==> config.mk <==
export PLATFORM = sky130hd
export DESIGN_NAME = serial_line_driver
export DESIGN_NICKNAME = d
export VERILOG_FILES = /design/src/rtl/serial_line_driver.sv
export SDC_FILE = /design/constraint.sdc
export NUM_CORES = 1
export LEC_CHECK = 0
export CAP_MARGIN = 20
export CELL_PAD_IN_SITES_DETAIL_PLACEMENT = 1
export CELL_PAD_IN_SITES_GLOBAL_PLACEMENT = 1
export CORE_MARGIN = 1
export CORE_UTILIZATION = 41
export CTS_BUF_LIST = sky130_fd_sc_hd__clkbuf_4
export DETAILED_ROUTE_END_ITERATION = 12
export GPL_ROUTABILITY_DRIVEN = 1
export GPL_TIMING_DRIVEN = 0
export PLACE_DENSITY_LB_ADDON = 0.05
export SKIP_CTS_REPAIR_TIMING = 1
export SLEW_MARGIN = 20
export SYNTH_ARGS = -nofsm -noshare
export SYNTH_HDL_FRONTEND = slang
export SYNTH_SLANG_ARGS = --single-unit
==> constraint.sdc <==
create_clock -name i_clk -period 1.9 [get_ports i_clk]
set_input_delay 0.285 -clock i_clk [delete_from_list [all_inputs] [get_ports i_clk]]
set_output_delay 0.285 -clock i_clk [all_outputs]
set_load 0.02 [all_outputs]
==> src/rtl/serial_line_driver.sv <==
// Framed serial transmitter: start bit, WIDTH data bits LSB first, stop bit,
// each bit held for BIT_CYCLES clocks. One word per valid/ready handshake.
module serial_line_driver #(
  parameter int   WIDTH      = 10,
  parameter int   BIT_CYCLES = 4,
  parameter logic IDLE_LEVEL = 1'b1
) (
  input  logic             i_clk,
  input  logic             i_rst,
  input  logic [WIDTH-1:0] i_data,
  input  logic             i_valid,
  output logic             o_ready,
  output logic             o_c,
  output logic             o_busy,
  output logic             o_done
);

  localparam int CW = (BIT_CYCLES > 1) ? $clog2(BIT_CYCLES) : 1;
  localparam int BW = (WIDTH > 1) ? $clog2(WIDTH) : 1;

  localparam logic [CW-1:0] CYC_LAST = CW'(BIT_CYCLES - 1);
  localparam logic [BW-1:0] BIT_LAST = BW'(WIDTH - 1);

  localparam logic [1:0] ST_IDLE  = 2'd0;
  localparam logic [1:0] ST_START = 2'd1;
  localparam logic [1:0] ST_DATA  = 2'd2;
  localparam logic [1:0] ST_STOP  = 2'd3;

  logic [1:0]       state_q, state_d;
  logic [WIDTH-1:0] shreg_q, shreg_d;
  logic [CW-1:0]    cyc_q, cyc_d;
  logic [BW-1:0]    bit_q, bit_d;
  logic             c_q, c_d;
  logic             done_q, done_d;
  logic             last_cyc;

  assign last_cyc = (cyc_q == CYC_LAST);

  // Next-state logic; line level and done are derived from the next state so
  // they can be registered and appear in the same cycle as the state.
  always_comb begin
    state_d = state_q;
    shreg_d = shreg_q;
    cyc_d   = cyc_q;
    bit_d   = bit_q;
    case (state_q)
      ST_IDLE: begin
        if (i_valid) begin
          state_d = ST_START;
          shreg_d = i_data;
          cyc_d   = '0;
          bit_d   = '0;
        end
      end
      ST_START: begin
        if (last_cyc) begin
          state_d = ST_DATA;
          cyc_d   = '0;
          bit_d   = '0;
        end else begin
          cyc_d = cyc_q + CW'(1);
        end
      end
      ST_DATA: begin
        if (last_cyc) begin
          cyc_d   = '0;
          shreg_d = shreg_q >> 1;
          if (bit_q == BIT_LAST) begin
            state_d = ST_STOP;
            bit_d   = '0;
          end else begin
            bit_d = bit_q + BW'(1);
          end
        end else begin
          cyc_d = cyc_q + CW'(1);
        end
      end
      default: begin
        if (last_cyc) begin
          state_d = ST_IDLE;
          cyc_d   = '0;
        end else begin
          cyc_d = cyc_q + CW'(1);
        end
      end
    endcase

    case (state_d)
      ST_START: c_d = ~IDLE_LEVEL;
      ST_DATA:  c_d = shreg_d[0];
      default:  c_d = IDLE_LEVEL;
    endcase

    done_d = (state_d == ST_STOP) && (cyc_d == CYC_LAST);
  end

  // State registers; reset abandons any frame in flight and wins over a handshake.
  always_ff @(posedge i_clk) begin
    if (!i_rst) begin
      state_q <= ST_IDLE;
      shreg_q <= '0;
      cyc_q   <= '0;
      bit_q   <= '0;
      c_q     <= IDLE_LEVEL;
      done_q  <= 1'b0;
    end else begin
      state_q <= state_d;
      shreg_q <= shreg_d;
      cyc_q   <= cyc_d;
      bit_q   <= bit_d;
      c_q     <= c_d;
      done_q  <= done_d;
    end
  end

  assign o_ready = (state_q == ST_IDLE);
  assign o_busy  = (state_q != ST_IDLE);
  assign o_c     = c_q;
  assign o_done  = done_q;

endmodule

==> metrics.md <==
| Metric | Value |
|---|---|
| Status | complete, no violations |
| Max-Cap Viols | 0 |
| Later-pin clock latency in the skew report | roughly 300 ps |
| Synth cell types | 37 |
| Worst slack at placement | ~35 ps |
| Initial core utilization | ~44% |
| Final Hold Fails | 0 |
| CTS clk-pin slew, worst paths | around 130 ps |
| N_diodes | 0 |
| Worst endpoint required time | approximately 2100 ps |
| Largest net degree at the start of global routing | 13 |
| Internal power | roughly 730 µW |
| Post-synthesis register bit count | 20 |
| Clock Tree Buf Depth | 2 |
| Die Ht | roughly 50 µm |
| Die area | 2637 µm² |
| Crit path kind | register to register |
| Vias | 810 |
| Hold Path Class | register to register |
| Post-route clock period utilization | 91.22% |
| Most frequent cells in the layout | 20 x dfxtp_1, 14 x clkdlybuf4s50_1, 10 x a22oi_1 |
| Post-Route WL | around 2.2 mm |
| Min-delay src | shreg_q[6]$_SDFFE_PN0P_ |
| Max-slew headroom | roughly 73% |
| CTS H-tree lvls | 1 |
| CTS sink cnt | 20 |
| CTS tree | done |
| GR Util All Layers | between 20 and 25% |
| Clock root cell | clkbuf_4 |
| Power share of the sequential group | a little under half |
| Reg2reg start | cyc_q[0]$_SDFF_PN0_ |
| Hold slack final | 477.1 ps |
| Routed Antenna Nets | 0 |
| Layout Nets | between 100 and 150 |
| Vias in the first global route | around 840 |
| Setup ws final | 166.8 ps |
| Mapped Cells | 104 |
| Sw frac | between 20% and 30% |
| Syn. warnings | 0 |
| Global-route wire length before repair | 3.891 mm |
| Max FO, Critical Path | 7 |
| Setup Skew | 8.018 ps |
| Pwr dens | around 760 nW/µm² |
| Total core area | 2255 µm² |
| Most common cell after layout, fill and taps aside | dfxtp_1 |
| Area Overhead vs Synth | 25.31% |
| WL per Instance | between 10 and 15 µm |
| Fmax | 0.5770 GHz |
| CP arrival | approximately 1900 ps |
| Drt pass-1 iters | 4 |
| Crit path capture type | register |
| Unrepaired setup endpoints after global routing | false |
| Max Slew Vio Count | 0 |
| Initial DRC Count | 5 |
| Minimum clock period | 1733 ps |
| VDD IR max | between 0.0007 and 0.0008 V |
| Initial antenna violation count | 0 |
| Sw Pwr | 222.2 µW |
| Synthesized Nets | between 100 and 150 |
| Leakage | 0.4774 nW |
| Combinational Power Share | approximately 15% |
| Input/output buffers | 16 |
| Share of layout cells above drive strength 1 | between 10% and 20% |
| Mean Syn Cell Area | between 9 and 10 µm² |
| Worst Tran Pin Value | around 400 ps |
| Gr ovfl total | 0 |
| Site Rows | 17 |
| HPWL Detailed | 1.654 mm |
| Gpl congestion | approximately 0.77 |
| Io pins | 17 |
| Residual DRC | 0 |
| Setup crit start | cyc_q[0]$_SDFF_PN0_ |
| Register area share after synthesis | between 40 and 50% |
| Clock power frac | a little under two fifths |
| TritonCTS Buffers | 3 |
| Endpoints failing setup | 0 |
| CP startpoint kind | register |
| Vias/cell | approximately 5.3 |
| Mapped Area | 998.5 µm² |
| DIE WIDTH | just over 50 µm |
[power groups by stage]
stage | registers [mW] | clock network [mW] | logic (mW)
floorplan | 0.464 | 0 | 0.0852
global placement | 0.463 | 0 | 0.138
detailed placement | 0.465 | 0 | 0.143
CTS | 0.456 | 0.368 | 0.145
global route | 0.459 | 0.388 | 0.157
finish | 0.456 | 0.354 | 0.142
[sequential cells by signal, indices dropped and copies added, names as in the netlist]
name     cells
shreg_q     10
bit_q        4
o_c          1
o_done       1
state_q      2
cyc_q        2
[path summary, 6_finish.rpt]
kind / endpoint / slack (ps) / cells after the start
max: o_c$_SDFF_PN1_ / 170 / 5
min: shreg_q[6]$_SDFFE_PN0P_ / 480 / 2
max reg2reg: o_c$_SDFF_PN1_ / 170 / 5
min reg2reg: shreg_q[6]$_SDFFE_PN0P_ / 480 / 2
[metal layers]
metal,vias to the layer above,track usage (%),wire length (µm)
met5,-,0,0
met4,0,4.054,18
met3,2,6.250,39
met2,10,35.09,1077
met1,387,24.05,1089
li1,411,-,-
[cells in the mapped netlist]
cell type | n | area share, %
ha_1 | 3 | 3.8
nor3b_1 | 4 | 3.0
or3_4 | 1 | 1.1
nand4b_1 | 1 | 0.88
clkbuf_1 | 1 | 0.38
nor3b_4 | 1 | 1.9
or2_2 | 1 | 0.63
nand2b_1 | 1 | 0.63
xor2_1 | 1 | 0.88
o31ai_4 | 1 | 2.1
a31oi_1 | 2 | 1.3
mux2i_1 | 1 | 1.0
a21oi_1 | 2 | 1.0
buf_6 | 2 | 2.3
and3_1 | 1 | 0.63
nor2_2 | 1 | 0.63
nand2_1 | 8 | 3.0
a311oi_1 | 1 | 0.88
and3b_1 | 1 | 0.88
nor2b_1 | 3 | 1.9
o21a_1 | 2 | 1.5
nor3_1 | 2 | 1.0
o31ai_2 | 1 | 1.3
inv_1 | 5 | 1.9
and3b_4 | 1 | 1.3
a21boi_0 | 9 | 6.8
o22ai_1 | 1 | 0.63
o21ai_1 | 1 | 0.50
a21o_1 | 1 | 0.75
buf_4 | 2 | 1.5
a22oi_1 | 10 | 7.5
nor2_1 | 7 | 2.6
dfxtp_1 | 20 | 40
a211oi_2 | 1 | 1.3
o21ai_0 | 1 | 0.50
clkbuf_2 | 1 | 0.50
xnor2_1 | 2 | 1.8
[critical path, cell delays in order (launching register included)]
cell	delay [ps]
dfxtp_1	370
ha_1	340
and3b_1	350
o21ai_0	160
a311oi_1	300
a22oi_1	100
[cell type report]
type                    count  area (µm²)
fillers                   266        1003
multi-input cells          73       533.0
flip-flops and latches     20       400.4
repair buffers             16       165.2
plain buffers               6       46.29
well taps                  28       35.03
clock inverters             1       30.03
clock buffers               3       22.52
inverters                   5       18.77
[metrics by stage]
step | util, % | setup TNS, ps | cells | total power [mW] | area [µm²]
2_1_floorplan | - | 0 | 104 | 0.5488 | 998.5
3_3_place_gp | 52.94 | 0 | 148 | 0.6016 | 1194
3_5_place_dp | 52.94 | 0 | 148 | 0.6087 | 1194
4_1_cts | 55.27 | -196.8 | 152 | 0.9689 | 1246
5_1_grt | 55.49 | 0 | 152 | 1.004 | 1251
6_report | 55.49 | 0 | 152 | 0.9519 | 1251
[kinds of logic (layout without fill, tap and decap cells)]
| logic type | count (synthesis) | count (layout) | share of synthesized area [%] |
|---|---|---|---|
| fa+ha+maj | 3 | 3 | 3.760 |
| simple gates | 33 | 33 | 20.05 |
| flops | 20 | 20 | 40.10 |
| xor+xnor | 3 | 3 | 2.632 |
| mux | 1 | 1 | 1.003 |
| compound gates | 33 | 33 | 25.94 |
| buf+inv | 11 | 31 | 6.515 |
Power figures use the tool's default switching activity.
